$ cat src/rtl/elastic_delay_pipe.sv
// rtl/elastic_delay_pipe.sv - multi-lane fixed-depth delay pipe with valid/ready, bubble collapse and flush
// Stage 0 is the input side; stage STAGES-1 drives the output.
module elastic_delay_pipe #(
  parameter int DATA_SIZE       = 32,
  parameter int LANES           = 1,
  parameter int STAGES          = 2,
  parameter bit BUBBLE_COLLAPSE = 1'b1
) (
  input  logic                             clk,
  input  logic                             rstn,
  input  logic                             flush,
  input  logic                             in_valid,
  output logic                             in_ready,
  input  logic [LANES*DATA_SIZE-1:0]       in_data,
  output logic                             out_valid,
  input  logic                             out_ready,
  output logic [LANES*DATA_SIZE-1:0]       out_data,
  output logic [$clog2(STAGES+1)-1:0]      occupancy
);

  localparam int W     = LANES * DATA_SIZE;
  localparam int OCC_W = $clog2(STAGES + 1);

  logic [STAGES-1:0] valid_q;
  logic [W-1:0]      data_q [STAGES];

  logic [STAGES:0]   rdy;
  logic [STAGES-1:0] src_valid;
  logic [W-1:0]      src_data [STAGES];
  logic              in_fire;
  logic              out_fire;

  // Ready ripples back from the output; a running term avoids a self-referencing vector.
  always_comb begin
    logic r;
    r = out_ready;
    rdy = '0;
    rdy[STAGES] = r;
    for (int i = STAGES - 1; i >= 0; i--) begin
      if (BUBBLE_COLLAPSE)
        r = r | ~valid_q[i];
      rdy[i] = r;
    end
  end

  assign in_ready  = rdy[0] & ~flush;
  assign in_fire   = in_valid & in_ready;
  assign out_valid = valid_q[STAGES-1];
  assign out_data  = data_q[STAGES-1];
  assign out_fire  = out_valid & out_ready;

  always_comb begin
    src_valid[0] = in_fire;
    src_data[0]  = in_data;
    for (int i = 1; i < STAGES; i++) begin
      src_valid[i] = valid_q[i-1];
      src_data[i]  = data_q[i-1];
    end
  end

  // Data only loads behind a valid source so bubbles do not toggle the datapath.
  always_ff @(posedge clk) begin
    if (!rstn) begin
      valid_q   <= '0;
      occupancy <= '0;
      for (int i = 0; i < STAGES; i++)
        data_q[i] <= '0;
    end else if (flush) begin
      valid_q   <= '0;
      occupancy <= '0;
    end else begin
      for (int i = 0; i < STAGES; i++) begin
        if (rdy[i]) begin
          valid_q[i] <= src_valid[i];
          if (src_valid[i])
            data_q[i] <= src_data[i];
        end
      end
      if (in_fire && !out_fire)
        occupancy <= occupancy + OCC_W'(1);
      else if (!in_fire && out_fire)
        occupancy <= occupancy - OCC_W'(1);
    end
  end

  occupancy_matches_valid : assert property (@(posedge clk) disable iff (!rstn)
    occupancy == OCC_W'($countones(valid_q)));

endmodule

$ cat config.mk
export PLATFORM = sky130hd
export DESIGN_NAME = elastic_delay_pipe
export DESIGN_NICKNAME = d
export VERILOG_FILES = /design/src/rtl/elastic_delay_pipe.sv
export SDC_FILE = /design/constraint.sdc
export NUM_CORES = 1
export LEC_CHECK = 0
export ABC_AREA = 1
export CAP_MARGIN = 25
export CORE_ASPECT_RATIO = 1.75
export CORE_UTILIZATION = 45
export DETAILED_ROUTE_END_ITERATION = 8
export GPL_TIMING_DRIVEN = 0
export PLACE_DENSITY = 0.73
export SLEW_MARGIN = 20
export SYNTH_ARGS = -nofsm -noshare
export SYNTH_HDL_FRONTEND = slang
export SYNTH_SLANG_ARGS = --single-unit
$ cat constraint.sdc
create_clock -name clk -period 4.02 [get_ports clk]
set_input_delay 0.603 -clock clk [delete_from_list [all_inputs] [get_ports clk]]
set_output_delay 0.603 -clock clk [all_outputs]
set_load 0.05 [all_outputs]
==> metrics.md, run 1 <==
| Metric | Value |
|---|---|
| Outcome | `finished clean` |
| Deepest clock path buffer count | `2` |
| Final worst-path cycle share | `71.4%` |
| GP Congestion | `~0.74` |
| Static leakage | `1.82 nW` |
| Critical path class | `input pin to output port` |
| Arrival time at the worst endpoint | `2.27 ns` |
| Die height | `111 microns` |
| Core outline area | `6540 sq um` |
| Clock share of power | `44.8%` |
| Dpl cells | `427` |
| # IOs | `73` |
| Largest area contributor in the synthesized netlist | `edfxtp_1` |
| Slew HR | `about half` |
| Setup TNS | `0 ns` |
| Final Max Slew Viols | `0` |
| Post-DP Area | `3930 sq um` |
| Die width | `roughly 64 microns` |
| Antenna viol nets, final | `0` |
| Achievable clock frequency | `0.349 GHz` |
| Clock Latency Late Sink | `0.32 ns` |
| Core Util, Final | `65.1%` |
| Worst setup SP type | `input pin` |
| P per Cell Area | `451 nW/um^2` |
| Largest net degree at the start of global routing | `33` |
| Int Power | `about 1.5 mW` |
| Top cells by area, synth | `edfxtp_1, a21oi_1, inv_1` |
| Post-CTS Resized | `0` |
| Clock sinks | `68` |
| GR Layer Usage met2 | `28.8%` |
| Port Buffers | `approximately 70` |
| Tmin final | `2.87 ns` |
| Layout cells sized above 1 | `17.5%` |
| Syn_area_per_cell | `roughly 11 sq um` |
| Met3 usage | `4.84%` |
| Distinct cells, synth | `16` |
| Sequential area share after synthesis | `65.4%` |
| Synth-to-layout area growth | `39.0%` |
| Vias | `between 1500 and 2000` |
| Drt pass-1 iters | `5` |
| Hold Slack | `0.500 ns` |
| Total congestion overflow | `0` |
| Fillers | `549` |
| Clock skew | `0.00330 ns` |
| Area share of the largest cell type after synthesis | `62.8%` |
| DP HPWL | `3.72 mm` |
| Seq pwr share | `between 40% and 50%` |
| Finished Cell Area | `between 4000 and 5000 sq um` |
| Hold Crit Class | `flop to flop` |
| FF+latch area | `approximately 2000 sq um` |
| Initial antenna violation count | `0` |
| DRC Markers | `0` |
| Hold Vio Cnt, Final | `0` |
| CTS Buf Count | `9` |
| Initial Util | `between 40 and 50%` |
| CTS tree | `built` |
| Syn_nets | `slightly above 300` |
| WL final | `5.22 mm` |
| Rows | `39` |
| Postcts setup bufs | `0` |
| Critical path endpoint category | `output port` |
| Yosys warnings | `0` |
| GRT busiest layer | `met2` |
| Worst vdd ir | `0.000248 V` |
| First-pass GRT wire length | `8.69 mm` |
| Hold buffer count at CTS | `0` |
| Die ar. | `around 7000 sq um` |
| Place WS | `1.15 ns` |
| Crit Path Max Fanout | `3` |
| Seq cells post-synth | `68` |
| Max-capacitance violation count | `0` |
| GR met1 Demand/Resource | `17.2%` |
| Post-synthesis cell area | `slightly above 3000 sq um` |
| Worst Path Required | `3.42 ns` |
| Slew @ Worst Pin | `0.746 ns` |
| Combinational share of power | `11.9%` |
| Clock-pin slew on the worst setup and hold paths | `0.05 ns` |
| Sw frac | `a little over a fifth` |
| Vias/cell | `4.51` |
| Nets | `394` |
| Pwr Total | `1.92 mW` |
| Area of the multi-input gates | `458 sq um` |
| Finish-stage setup viols | `0` |
| Psw | `0.404 mW` |
| Diodes inserted | `0` |
| Tot GR Track Use | `between 10% and 20%` |
| Starting DRT DRC Count | `83` |
| Cell count after synthesis | `between 200 and 300` |
| H-Tree Depth | `3` |
| Vias in the first global route | `around 1900` |
| WL/cell | `11.8 microns` |
| Clock root buffer | `clkbuf_16` |
| RSZ-0062 raised after global routing | `false` |
| Final non-filler cell total | `443` |
| Worst Slack Setup Final | `1.15 ns` |
==> placed cells by master (no fill, tap or decap) <==
master	Yosys	routed
edfxtp_1	64	64
clkinv_1	0	4
nand2_1	9	8
a21oi_1	64	64
clkbuf_1	1	1
a21oi_2	3	3
buf_6	6	6
o21ai_4	0	1
buf_16	0	1
buf_4	32	32
inv_1	73	73
nand2_2	0	1
nand3b_1	1	1
nand3_1	2	2
buf_2	6	6
dfxtp_1	4	4
nor2_1	3	3
bufinv_16	0	3
clkbuf_16	0	9
nand4_2	1	1
ha_1	1	1
clkdlybuf4s50_1	0	72
o21ai_0	2	1
==> logic make-up (layout without fill, tap and decap cells) <==
kind of cell	count (synthesis)	in the layout	synth area share, %
flip-flops	68	68	65.4
adder cells (fa/ha/maj)	1	1	0.409
AND/OR/NAND/NOR	16	16	2.45
buffers and inverters	118	207	20.1
AO/OA/AOI/OAI	69	69	11.6
==> registers in the layout (all words and copies together), names as in the netlist <==
name / cells
data_q: 64
occupancy: 2
valid_q: 2
==> per-layer routing <==
layer	up-vias	share of wire, %
met5	-	0
met4	0	1.9
met3	9	3.9
met2	50	58
met1	920	37
li1	1017	-
==> critical path, stage by stage <==
cell             delay, ns
clkdlybuf4s50_1       0.48
inv_1                 0.06
nand3_1               0.11
nand2_1               0.14
inv_1                 0.08
clkdlybuf4s50_1       0.79
==> synth_stat cells <==
master,count
a21oi_2,3
buf_2,6
ha_1,1
nand3_1,2
edfxtp_1,64
buf_6,6
dfxtp_1,4
nand2_1,9
buf_4,32
o21ai_0,2
nor2_1,3
nand3b_1,1
clkbuf_1,1
nand4_2,1
a21oi_1,64
inv_1,73
==> final cells by class <==
type | instances | share of cell area (%)
sequential | 68 | 47.0
multi-input combinational | 86 | 10.8
buffer | 45 | 8.02
inverter | 73 | 6.44
clock inverter | 7 | 2.47
timing repair buffer | 73 | 17.6
tap | 82 | 2.41
clock buffer | 9 | 5.29
==> path summary, 6_finish.rpt <==
path                           start                     endpoint  slack (ns)  depth (start not counted)
min reg2reg  valid_q[0]$_SDFFE_PP0N_      valid_q[1]$_SDFFE_PP0P_        0.50                          2
max                        out_ready                     in_ready        1.15                          6
min          valid_q[0]$_SDFFE_PP0N_      valid_q[1]$_SDFFE_PP0P_        0.50                          2
max reg2reg  valid_q[1]$_SDFFE_PP0P_  data_q[0][48]$_SDFFCE_PN0P_        2.20                          5
==> power by group through the flow <==
stage / sequential, mW / combinational [mW] / clock [mW]
6_report: 0.831 / 0.229 / 0.860
5_1_grt: 0.835 / 0.245 / 0.902
4_1_cts: 0.832 / 0.231 / 0.877
3_5_place_dp: 0.846 / 0.230 / 0
3_3_place_gp: 0.847 / 0.221 / 0
2_1_floorplan: 0.848 / 0.137 / 0
No activity file was read; power rests on OpenSTA's default activity.
==> inputs of run 2 (changes only) <==
- clock period: 4.02 -> 2.7 ns (I/O delays scaled with it)
==> run 2 against run 1 <==
Die area stayed put; via count fell by 0.20%; utilization decreased by 0.69 points; sequential share of layout area grew 0.50 points; flip-flop and latch count unchanged; worst hold slack lost 0.011 ns; wire length shrank 1.6%; largest cell class unchanged; largest power group is now registers.
==> metrics.md, run 2 (synthesis gave the netlist of run 1 again) <==
| Metric | Value |
|---|---|
| Postcts setup bufs | `0 (unchanged)` |
| GP Congestion | `0.803 (+9.0%)` |
| Diodes inserted | `0 (unchanged)` |
| Top reg by flops | `data_q` |
| Clock Latency Late Sink | `0.32 ns (about the same)` |
| Outcome | `finished clean` |
| Initial Util | `46.8% (unchanged)` |
| Tot GR Track Use | `15.9% (-0.55 points)` |
| Max reg flops | `64 (unchanged)` |
| Worst Path Required | `2.30 ns (-1.12 ns)` |
| # IOs | `73 (unchanged)` |
| WL/cell | `11.6 microns (-1.6%)` |
| Final worst-path cycle share | `93.2%` |
| Worst Slack Setup Final | `0.184 ns (-0.967 ns)` |
| Vias/cell | `4.50 (-0.20%)` |
| Die width | `64.4 microns (unchanged)` |
| Die ar. | `7150 sq um (unchanged)` |
| Clock skew | `0.00289 ns (-0.000415 ns)` |
| Max-capacitance violation count | `0 (unchanged)` |
| Core Util, Final | `64.4% (-0.69 points)` |
| Die height | `111 microns (unchanged)` |
| Hold buffer count at CTS | `0 (unchanged)` |
| Synth-to-layout area growth | `37.6%` |
| Static leakage | `1.80 nW (-1.1%)` |
| Critical path endpoint category | `output port` |
| RSZ-0062 raised after global routing | `false` |
| Arrival time at the worst endpoint | `2.11 ns (-0.16 ns)` |
| Achievable clock frequency | `roughly 0.40 GHz` |
| Place WS | `0.0201 ns (-1.13 ns)` |
| Largest regs | `data_q x64, occupancy x2, valid_q x2` |
| Starting DRT DRC Count | `62 (-25%)` |
| Vias in the first global route | `1902 (-1.6%)` |
| Clock root buffer | `clkbuf_16` |
| Slew @ Worst Pin | `0.736 ns (-0.0103 ns)` |
| H-Tree Depth | `3 (unchanged)` |
| Vias | `1992 (-0.20%)` |
| Clock-pin slew on the worst setup and hold paths | `0.05 ns (about the same)` |
| Rows | `39 (unchanged)` |
| Setup TNS | `0 ns (unchanged)` |
| First-pass GRT wire length | `8.43 mm (-2.9%)` |
| Port Buffers | `72 (unchanged)` |
| Nets | `394 (unchanged)` |
| Post-CTS Resized | `0 (unchanged)` |
| Most frequent cells in the layout | `inv_1, clkdlybuf4s50_1, a21oi_1, edfxtp_1, buf_4` |
| Deepest clock path buffer count | `2 (unchanged)` |
| Finish-stage setup viols | `0 (unchanged)` |
| Slew HR | `50.8% (+0.69 points)` |
| Hold Crit Class | `flop to flop` |
| Antenna viol nets, final | `0 (unchanged)` |
| Worst setup SP type | `input pin` |
| Layout cells sized above 1 | `18.0% (+0.55 points)` |
| Largest net degree at the start of global routing | `33 (unchanged)` |
| Critical path class | `input pin to output port` |
| Crit Path Max Fanout | `3 (unchanged)` |
| Hold Slack | `0.490 ns (-0.0105 ns)` |
| CTS Buf Count | `9 (unchanged)` |
| WL final | `5.14 mm (-1.6%)` |
| Commonest non-fill, non-tap cell in the layout | `inv_1` |
| DRC Markers | `0 (unchanged)` |
| Total congestion overflow | `0 (unchanged)` |
| Core outline area | `6540 sq um (unchanged)` |
| Tmin final | `2.52 ns` |
| Clock sinks | `68 (unchanged)` |
| P per Cell Area | `639 nW/um^2 (+42%)` |
| CTS tree | `built` |
| Final Max Slew Viols | `0 (unchanged)` |
| Hold Vio Cnt, Final | `0 (unchanged)` |
| Drt pass-1 iters | `4 (-1)` |
| Initial antenna violation count | `0 (unchanged)` |
| Worst vdd ir | `0.000520 V (+110%)` |
| DP HPWL | `3.68 mm (-0.85%)` |
| Pwr Total | `2.69 mW (+40%)` |
==> run 2: worst paths after layout <==
| kind | slack (ns) | endpoint | cells past startpoint | start |
|---|---|---|---|---|
| hold / removal | 0.49 | valid_q[1]$_SDFFE_PP0P_ | 2 | valid_q[0]$_SDFFE_PP0N_ |
| setup / recovery | 0.18 | in_ready | 6 | out_ready |
| hold reg to reg | 0.49 | valid_q[1]$_SDFFE_PP0P_ | 2 | valid_q[0]$_SDFFE_PP0N_ |
| setup reg to reg | 0.89 | data_q[0][60]$_SDFFCE_PN0P_ | 5 | valid_q[1]$_SDFFE_PP0P_ |
==> run 2: per-stage QoR <==
step                std cells  cell area [sq um]
floorplan                 272               3060
global placement          426               3880
detailed placement        427               3930
CTS                       443               4210
global route              443               4210
finish                    443               4210
==> run 2: final cells by class <==
cell class	count	area, sq um
multi-input cells	86	458
well taps	82	103
inverters	73	274
clock inverters	5	52.6
plain buffers	45	342
fillers	534	2330
repair buffers	73	748
clock buffers	11	233
flip-flops and latches	68	2000
==> run 2: power by group <==
part	switching [mW]	total, mW	internal (mW)
registers	0.0160	1.24	1.22
clock network	0.403	1.11	0.709
logic	0.192	0.340	0.148
==> run 2: critical path: stages <==
cell and delay, ns:
clkdlybuf4s50_1 0.48, inv_1 0.06, nand3_1 0.13, nand2_1 0.15, inv_1 0.08, clkdlybuf4s50_1 0.80
==> run 2: per-layer routing <==
metal	vias up	routed length [microns]	global-route usage, %
li1	1015	-	-
met1	905	1940	16.7
met2	58	2780	26.9
met3	14	225	4.73
met4	0	189	9.93
met5	-	0	0
==> inputs of run 3 (changes only) <==
- CAP_MARGIN: 25 -> unset
==> results of run 3 <==
The final DEF is identical to that of run 2; final timing and power are the same.
